==> config.mk <==
export PLATFORM = sky130hd
export DESIGN_NAME = miller_rx_ctrl
export DESIGN_NICKNAME = d
export VERILOG_FILES = /design/src/rtl/miller_pkg.sv /design/src/rtl/miller_rx_ctrl_crc8.sv /design/src/rtl/miller_rx_ctrl.sv
export SDC_FILE = /design/constraint.sdc
export NUM_CORES = 1
export LEC_CHECK = 0
export CORE_MARGIN = 2
export CORE_UTILIZATION = 50
export DETAILED_ROUTE_END_ITERATION = 12
export HOLD_SLACK_MARGIN = 0.06
export PLACE_DENSITY = 0.67
export RECOVER_POWER = 25
export SETUP_SLACK_MARGIN = 0.02
export SKIP_LAST_GASP = 1
export SYNTH_ARGS = -nofsm -noshare
export SYNTH_HDL_FRONTEND = slang
export SYNTH_HIERARCHICAL = 1
export SYNTH_SLANG_ARGS = --single-unit
==> constraint.sdc <==
create_clock -name clk -period 6.4 [get_ports clk]
set_input_delay 1.28 -clock clk [delete_from_list [all_inputs] [get_ports clk]]
set_output_delay 1.28 -clock clk [all_outputs]
set_load 0.01 [all_outputs]
==> src/rtl/miller_pkg.sv <==
`default_nettype none
// ---------------------------------------------------------------------------
// miller_pkg: shared state encoding, error codes and CRC constants. Rev 1.0
// ---------------------------------------------------------------------------
package miller_pkg;

  typedef enum logic [2:0] {
    ST_IDLE    = 3'd0,
    ST_HUNT    = 3'd1,
    ST_LEN     = 3'd2,
    ST_PAYLOAD = 3'd3,
    ST_CRC     = 3'd4
  } state_e;

  localparam logic [2:0]  ERR_NONE          = 3'd0;
  localparam logic [2:0]  ERR_TIMEOUT       = 3'd1;
  localparam logic [2:0]  ERR_BAD_LEN       = 3'd2;
  localparam logic [2:0]  ERR_CRC           = 3'd3;
  localparam logic [2:0]  ERR_OVERFLOW      = 3'd4;

  localparam logic [7:0]  CRC_POLY          = 8'h07;
  localparam logic [15:0] DEFAULT_SYNC_WORD = 16'h7E7E;

endpackage
`default_nettype wire

==> src/rtl/miller_rx_ctrl_crc8.sv <==
`default_nettype none
// ---------------------------------------------------------------------------
// miller_crc8: bit-serial CRC8, MSB-first, init 0, no reflection. Rev 1.0
// ---------------------------------------------------------------------------
module miller_crc8
  import miller_pkg::*;
(
  input  logic       clk,
  input  logic       rst,
  input  logic       clr,
  input  logic       en,
  input  logic       din,
  output logic [7:0] crc
);

  logic [7:0] crc_q, crc_d;

  always_comb begin
    crc_d = crc_q;
    if (clr) begin
      crc_d = 8'h00;
    end else if (en) begin
      crc_d = {crc_q[6:0], 1'b0} ^ ((crc_q[7] ^ din) ? CRC_POLY : 8'h00);
    end
  end

  always_ff @(posedge clk or posedge rst) begin
    if (rst) crc_q <= 8'h00;
    else     crc_q <= crc_d;
  end

  assign crc = crc_q;

endmodule
`default_nettype wire

==> src/rtl/miller_rx_ctrl.sv <==
`default_nettype none
// ---------------------------------------------------------------------------
// miller_rx_ctrl: frame receiver (sync, LEN, payload, CRC8) with 1-deep output.
// Rev 1.0
// ---------------------------------------------------------------------------
module miller_rx_ctrl
  import miller_pkg::*;
#(
  parameter logic [15:0] SYNC_WORD = DEFAULT_SYNC_WORD,
  parameter int unsigned MAX_LEN   = 64,
  parameter int unsigned TIMEOUT   = 256
) (
  input  logic       clk,
  input  logic       rst,
  input  logic       enable,
  input  logic       bit_in,
  input  logic       bit_in_valid,
  output logic [7:0] byte_out,
  output logic       byte_valid,
  input  logic       byte_ready,
  output logic       frame_start,
  output logic       frame_done,
  output logic [2:0] frame_err,
  output logic       err_strobe,
  output logic [7:0] frame_len,
  output logic       busy
);

  localparam int unsigned      TMO_W     = $clog2(TIMEOUT + 1);
  localparam logic [TMO_W-1:0] TMO_LAST  = TMO_W'(TIMEOUT - 1);
  localparam logic [8:0]       MAX_LEN_W = 9'(MAX_LEN);

  state_e           state_q, state_d;
  logic [15:0]      sync_q, sync_d;
  logic [7:0]       sh_q, sh_d;
  logic [2:0]       bit_cnt_q, bit_cnt_d;
  logic [7:0]       byte_cnt_q, byte_cnt_d;
  logic [TMO_W-1:0] tmo_q, tmo_d;
  logic [7:0]       byte_out_q, byte_out_d;
  logic             byte_valid_q, byte_valid_d;
  logic             frame_start_q, frame_start_d;
  logic             frame_done_q, frame_done_d;
  logic             err_strobe_q, err_strobe_d;
  logic [2:0]       frame_err_q, frame_err_d;
  logic [7:0]       frame_len_q, frame_len_d;

  logic             crc_clr, crc_en;
  logic [7:0]       crc_val;
  logic [15:0]      sync_shift;
  logic [7:0]       rx_byte;

  assign sync_shift = {sync_q[14:0], bit_in};
  assign rx_byte    = {sh_q[6:0], bit_in};

  miller_crc8 u_crc (
    .clk (clk),
    .rst (rst),
    .clr (crc_clr),
    .en  (crc_en),
    .din (bit_in),
    .crc (crc_val)
  );

  always_comb begin
    state_d       = state_q;
    sync_d        = sync_q;
    sh_d          = sh_q;
    bit_cnt_d     = bit_cnt_q;
    byte_cnt_d    = byte_cnt_q;
    tmo_d         = tmo_q;
    byte_out_d    = byte_out_q;
    byte_valid_d  = byte_valid_q && !byte_ready;
    frame_len_d   = frame_len_q;
    frame_err_d   = frame_err_q;
    frame_start_d = 1'b0;
    frame_done_d  = 1'b0;
    err_strobe_d  = 1'b0;
    crc_clr       = 1'b0;
    crc_en        = 1'b0;

    // Dropping enable silently abandons whatever is in progress.
    if (!enable) begin
      state_d = ST_IDLE;
    end else begin
      case (state_q)
        ST_IDLE: begin
          state_d = ST_HUNT;
          sync_d  = '0;
        end
        ST_HUNT: begin
          if (bit_in_valid) begin
            sync_d = sync_shift;
            if (sync_shift == SYNC_WORD) begin
              state_d       = ST_LEN;
              frame_start_d = 1'b1;
              bit_cnt_d     = '0;
              byte_cnt_d    = '0;
              sh_d          = '0;
              tmo_d         = '0;
              crc_clr       = 1'b1;
            end
          end
        end
        default: begin
          if (bit_in_valid) begin
            tmo_d     = '0;
            sh_d      = rx_byte;
            bit_cnt_d = bit_cnt_q + 3'd1;
            crc_en    = (state_q != ST_CRC);
            if (bit_cnt_q == 3'd7) begin
              case (state_q)
                ST_LEN: begin
                  frame_len_d = rx_byte;
                  if (rx_byte == 8'h00 || {1'b0, rx_byte} > MAX_LEN_W) begin
                    err_strobe_d = 1'b1;
                    frame_err_d  = ERR_BAD_LEN;
                    state_d      = ST_HUNT;
                    sync_d       = '0;
                  end else begin
                    state_d = ST_PAYLOAD;
                  end
                end
                ST_PAYLOAD: begin
                  // Pending byte is kept; the new one is what gets dropped.
                  if (byte_valid_q && !byte_ready) begin
                    err_strobe_d = 1'b1;
                    frame_err_d  = ERR_OVERFLOW;
                    state_d      = ST_HUNT;
                    sync_d       = '0;
                  end else begin
                    byte_out_d   = rx_byte;
                    byte_valid_d = 1'b1;
                    byte_cnt_d   = byte_cnt_q + 8'd1;
                    if (byte_cnt_q + 8'd1 == frame_len_q) state_d = ST_CRC;
                  end
                end
                default: begin
                  if (rx_byte == crc_val) begin
                    frame_done_d = 1'b1;
                  end else begin
                    err_strobe_d = 1'b1;
                    frame_err_d  = ERR_CRC;
                  end
                  state_d = ST_HUNT;
                  sync_d  = '0;
                end
              endcase
            end
          end else if (tmo_q == TMO_LAST) begin
            err_strobe_d = 1'b1;
            frame_err_d  = ERR_TIMEOUT;
            state_d      = ST_HUNT;
            sync_d       = '0;
          end else begin
            tmo_d = tmo_q + 1'b1;
          end
        end
      endcase
    end
  end

  always_ff @(posedge clk or posedge rst) begin
    if (rst) begin
      state_q       <= ST_IDLE;
      sync_q        <= '0;
      sh_q          <= '0;
      bit_cnt_q     <= '0;
      byte_cnt_q    <= '0;
      tmo_q         <= '0;
      byte_out_q    <= '0;
      byte_valid_q  <= 1'b0;
      frame_start_q <= 1'b0;
      frame_done_q  <= 1'b0;
      err_strobe_q  <= 1'b0;
      frame_err_q   <= ERR_NONE;
      frame_len_q   <= '0;
    end else begin
      state_q       <= state_d;
      sync_q        <= sync_d;
      sh_q          <= sh_d;
      bit_cnt_q     <= bit_cnt_d;
      byte_cnt_q    <= byte_cnt_d;
      tmo_q         <= tmo_d;
      byte_out_q    <= byte_out_d;
      byte_valid_q  <= byte_valid_d;
      frame_start_q <= frame_start_d;
      frame_done_q  <= frame_done_d;
      err_strobe_q  <= err_strobe_d;
      frame_err_q   <= frame_err_d;
      frame_len_q   <= frame_len_d;
    end
  end

  assign byte_out    = byte_out_q;
  assign byte_valid  = byte_valid_q;
  assign frame_start = frame_start_q;
  assign frame_done  = frame_done_q;
  assign err_strobe  = err_strobe_q;
  assign frame_err   = frame_err_q;
  assign frame_len   = frame_len_q;
  assign busy        = (state_q == ST_LEN) || (state_q == ST_PAYLOAD) || (state_q == ST_CRC);

endmodule
`default_nettype wire
# Word-level counts from Yosys, hierarchy flattened
# Index checks and enable logic that the tools add are counted.
[classes]
n_addsub = 3
order_cmp = 1
eq_ne = 26
mux = 73
n_bitwise = 5
reduce_logical = 22
[ops]
columns = ["operator", "n"]
rows = [
  ["2-to-1 mux 15 bit", 6],
  ["2-to-1 mux 8 bit", 8],
  ["case mux 15 bit (2 select lines)", 2],
  ["2-to-1 mux 3 bit", 17],
  ["2-to-1 mux 9 bit", 4],
  ["2-to-1 mux 1 bit", 26],
  ["case mux 3 bit (2 select lines)", 4],
  ["case mux 9 bit (2 select lines)", 1],
  ["== test 16 x 15 -> 1 bit, second input constant", 1],
  ["== test 8 bit", 2],
  ["case mux 8 bit (2 select lines)", 1],
  ["!= test 3 bit, second input constant", 5],
  ["AND reduction 5 bit", 3],
  ["case mux 7 bit (2 select lines)", 1],
  ["AND reduction 7 bit", 2],
  ["AND reduction 6 bit", 2],
  ["!= test 5 x 3 -> 1 bit, second input constant", 2],
  ["adder 9 x 1 -> 9 bit, second input constant", 1],
  ["== test 9 x 8 -> 1 bit, second input constant", 1],
  ["adder 8 x 1 -> 8 bit, second input constant", 1],
  ["greater-than comparator 8 x 7 -> 1 bit, second input constant", 1],
  ["zero test 8 bit", 1],
  ["!= test 4 x 1 -> 1 bit, second input constant", 2],
  ["nonzero test 2 bit", 4],
  ["other kinds (22)", 32],
]
[totals]
regBits = 76
in_bits = 6
output_inout_bits = 24
elab_cells = 144

# Depth between registers and ports, before layout
[logic_depth]
ltp_word = 9
ltp_mapped = 11
ltp_nobuf = 11

# Modules after synthesis
# Netlist, hierarchy kept.
[modules_own_cells]
columns = ["module", "n_inst", "cells_each", "area_each_um2", "seq_area_each_um2"]
rows = [
  ["miller_rx_ctrl", 1, 358, 3483.3, 1701.6],
  ["miller_crc8", 1, 33, 376.6, 200.2],
]

# Least setup slack after synthesis
# OpenSTA, ideal clock, no wires.
[synth_timing]
path_type = "input to register"
start = "input bit_in"
end = "register byte_cnt_q[6]"
setup_ns = 0.129
t_arrival_ns = 3.040
required_time_ns = 6.271
setup_slack_ns = 3.231
cell_stages = 8
n_path_buf = 2
path_cell_list = "buf_2 -> nand4b_1 -> o41ai_2 -> nand2b_1 -> or4b_1 -> clkbuf_1 -> o21ai_0 -> o21ai_0"
[synth_via]
elab_chain_cells = 3
[synth_rtl]
columns = ["item", "line", "rtl"]
rows = [
  ["from (decl)", "miller_rx_ctrl.sv:16", "input logic bit_in,"],
  ["== test 16 x 15 -> 1 bit", "miller_rx_ctrl.sv:93", "if (sync_shift == SYNC_WORD) begin"],
  ["!= test 2 bit (no line)", "--", ""],
  ["AND reduction 7 bit (no line)", "--", ""],
  ["to (signal assigned)", "miller_rx_ctrl.sv:182", "byte_cnt_q <= byte_cnt_d;"],
  ["to (decl)", "miller_rx_ctrl.sv:37", "logic [7:0] byte_cnt_q, byte_cnt_d;"],
]
# Every way passes these cells.
# A chain may end at the register's enable or synchronous reset.

# Final worst setup path
[layout_timing]
start = "input bit_in"
end = "register byte_cnt_q[5]"
# The elaborated chain is that of the path after synthesis.

==> flow_summary.yaml <==
grt:
  antenna_found_initial: 0
  grt_pass1_vias: 2854
  grt_pass1_wl_um: 14200
  grt.met3_usage_pct: 4.85
  grt_max_degree: 69
  grtUsageTotal_pct: 21.2
  use_met1_pct: 29.3
  overflow: 0
  grtUsageMet2_pct: 34.5
  top_usage_layer: "met2"
timing:
  finalHoldViolations: 0
  finalClockSkew_ns: 0.0101
  slew_headroom_pct: 35.0
  period_needed_ns: 3.98
  fin_crit_sh_pct: 62.3
  setup_slack_ns: 2.42
  worst_pin_slew_ns: 0.969
  slew_viol_final: 0
  rsz0062_at_grt: "no"
  setup_viol_count_final: 0
  fmax_mhz: 251
  tns_ns: 0
route:
  via_per_inst: 5.63
  drc: 0
  ant_nets: 0
  wl_um: 8070
  drtIter0Drc: 169
  dr.pass1.iters: 4
  wl_per_cell_um: 15.7
  via_count: 2896
clock_tree:
  ctsHoldBuffers: 0
  cts_tree: "done"
  cts_setup_buffers: 0
  ctsRootBufferMaster: "clkbuf_8"
  cts_sinks: 76
  htree_levels: 3
  cts_resized: 0
  clk_latency_ns: 0.35
  clk_path_buf_depth: 2
  cts_buffers: 9
  clkSlewWorstSetupHoldPaths_ns: 0.08
synth:
  synth_area_leaders: "dfrtp_1 (49%), nand2_1 (5.7%), o21ai_0 (4.8%), o31ai_1 (3.7%), xor2_1 (2.9%)"
  synth_top_area_share_pct: 49.3
  synth-seq-area-share_pct: 49.3
  synthCells: 391
  synth_ff_type: "dfrtp_1"
  synth_warnings: 6
  synth_cell_types: 56
  ys_ff_latch: 76
  avgSynthCellArea_um2: 9.87
  synth_top_area_cell: "dfrtp_1"
  synthArstFlopShare_pct: 100
  synth_most_common_cell: "dfrtp_1"
  synth_fp_nets: 402
  synth_commonest_cells: "dfrtp_1 (76), nand2_1 (59), o21ai_0 (37), clkbuf_1 (22), nor2_1 (22)"
  synth.cell_area_um2: 3860
  synth_edf_count: 0
floorplan:
  row_count: 32
  boundaryPins: 30
  start_util_pct: 50.7
  fp.dieH_um: 91.9
  fp.dieW_um: 91.9
  die-area_um2: 8440
  core_um2: 7610
final_layout:
  drive_gt1_share_pct: 9.71
  area_growth_pct: 13.7
  fin_nets: 418
  diodes: 0
setup_path:
  path_class: "primary input to flop"
  cp.arrival_ns: 4.26
  end_kind: "flop"
  critPathLaunchType: "primary input"
  cp.required_ns: 6.68
  crit_fanout: 15
pwr:
  pwr_density_cell_nw_per_um2: 297
  vdd_drop_max_mv: 0.150
  p_leak_nw: 1.96
place:
  gp_congestion: 0.837
  hpwl_um: 5390
  port_buffers: 29
  place_worst_setup_slack_ns: 2.05
run:
  cap_violations: 0
min_path:
  hold_class: "flop to flop"
outcome:
  status: "completed"
## sequential cells by signal (all words and copies together), names as in the netlist
name	flops
frame_start	1
bit_cnt_q	3
byte_valid	1
frame_err	3
sh_q	7
sync_q	15
frame_done	1
byte_cnt_q	8
tmo_q	9
byte_out	8
err_strobe	1
frame_len	8
state_q	3
u_crc/crc	8
## stage by stage
step,cell area [µm²],cells,hold WS (ns),utilization [%],total power [mW]
floorplan,3860,391,0.443,-,0.866
global placement,4190,498,0.460,55.1,0.938
detailed placement,4190,498,0.462,55.1,0.944
CTS,4390,514,0.481,57.7,1.31
global route,4390,514,0.504,57.7,1.39
finish,4390,514,0.478,57.7,1.30
## critical path, stage by stage
cell and delay, ns:
clkdlybuf4s50_1 0.65, nand4b_1 0.34, o41ai_2 0.42, nand2b_1 0.36, nor3_2 0.89, a21oi_1 0.16
mux2i_1 0.16
## worst paths after layout
path / startpoint / end / slack, ns / cells after the start
worst max register to register: tmo_q[0] / state_q[0] / 3.22 / 11
worst min-delay path: byte_out[5] / byte_out[5] / 0.48 / 2
worst max-delay path: bit_in / byte_cnt_q[5] / 2.42 / 7
max in group asynchronous: rst / state_q[0] / 4.21 / 3
worst min register to register: byte_out[5] / byte_out[5] / 0.48 / 2
min in group asynchronous: rst / u_crc/crc[7] / 1.35 / 2
## power by group
part           internal, mW  switching, mW  total (mW)
clock                 0.190          0.179       0.369
sequential            0.537         0.0806       0.618
combinational         0.128          0.189       0.317
total                 0.855          0.448        1.30
## kinds of logic (layout without fill, tap and decap cells)
| logic type | Yosys count | in the layout | synth area share (%) |
|---|---|---|---|
| AOI/OAI and AO/OA | 94 | 94 | 16.0 |
| xor gates and xnor gates | 18 | 18 | 4.08 |
| and+or+nand+nor | 143 | 143 | 19.7 |
| muxes | 19 | 19 | 5.48 |
| adders and majority gates | 5 | 5 | 1.62 |
| DFF | 76 | 76 | 49.3 |
| buffers and inverters | 36 | 57 | 3.79 |
## area by class of cell
cell class | count | area, µm²
multi-input combinational | 279 | 1820
tap | 102 | 128
sequential | 76 | 1900
fill | 673 | 3220
inverter | 10 | 37.5
clock buffer | 10 | 138
timing repair buffer | 31 | 305
clock inverter | 6 | 63.8
## routing by layer
metal	vias up	part of all wire, %
li1	1434	-
met3	8	4.3
met1	1393	47
met2	61	48
met4	0	0.76
met5	-	0
## placed cells by master (no fill, tap or decap), types with 3 or more instances in the layout
cell type | Yosys | routed
clkbuf_8 | 0 | 10
nor2_1 | 22 | 22
o21ai_0 | 37 | 37
a21oi_1 | 5 | 5
o31ai_1 | 19 | 19
nor4_1 | 3 | 3
nand2_1 | 59 | 59
nand4b_1 | 3 | 3
mux2_2 | 9 | 9
xnor2_1 | 5 | 5
nor2b_1 | 5 | 5
ha_1 | 5 | 5
nand2b_1 | 5 | 5
a22o_1 | 10 | 10
or4_1 | 4 | 4
dfrtp_1 | 76 | 76
nand3_1 | 6 | 6
or3_1 | 3 | 3
nand4_1 | 5 | 5
xor2_1 | 13 | 13
mux2i_1 | 8 | 8
inv_1 | 9 | 8
a21o_1 | 3 | 3
and3_1 | 4 | 4
nor3_1 | 3 | 3
o21ai_1 | 5 | 5
and4_1 | 4 | 4
clkdlybuf4s50_1 | 0 | 27
(Power assumes the default switching activity.)
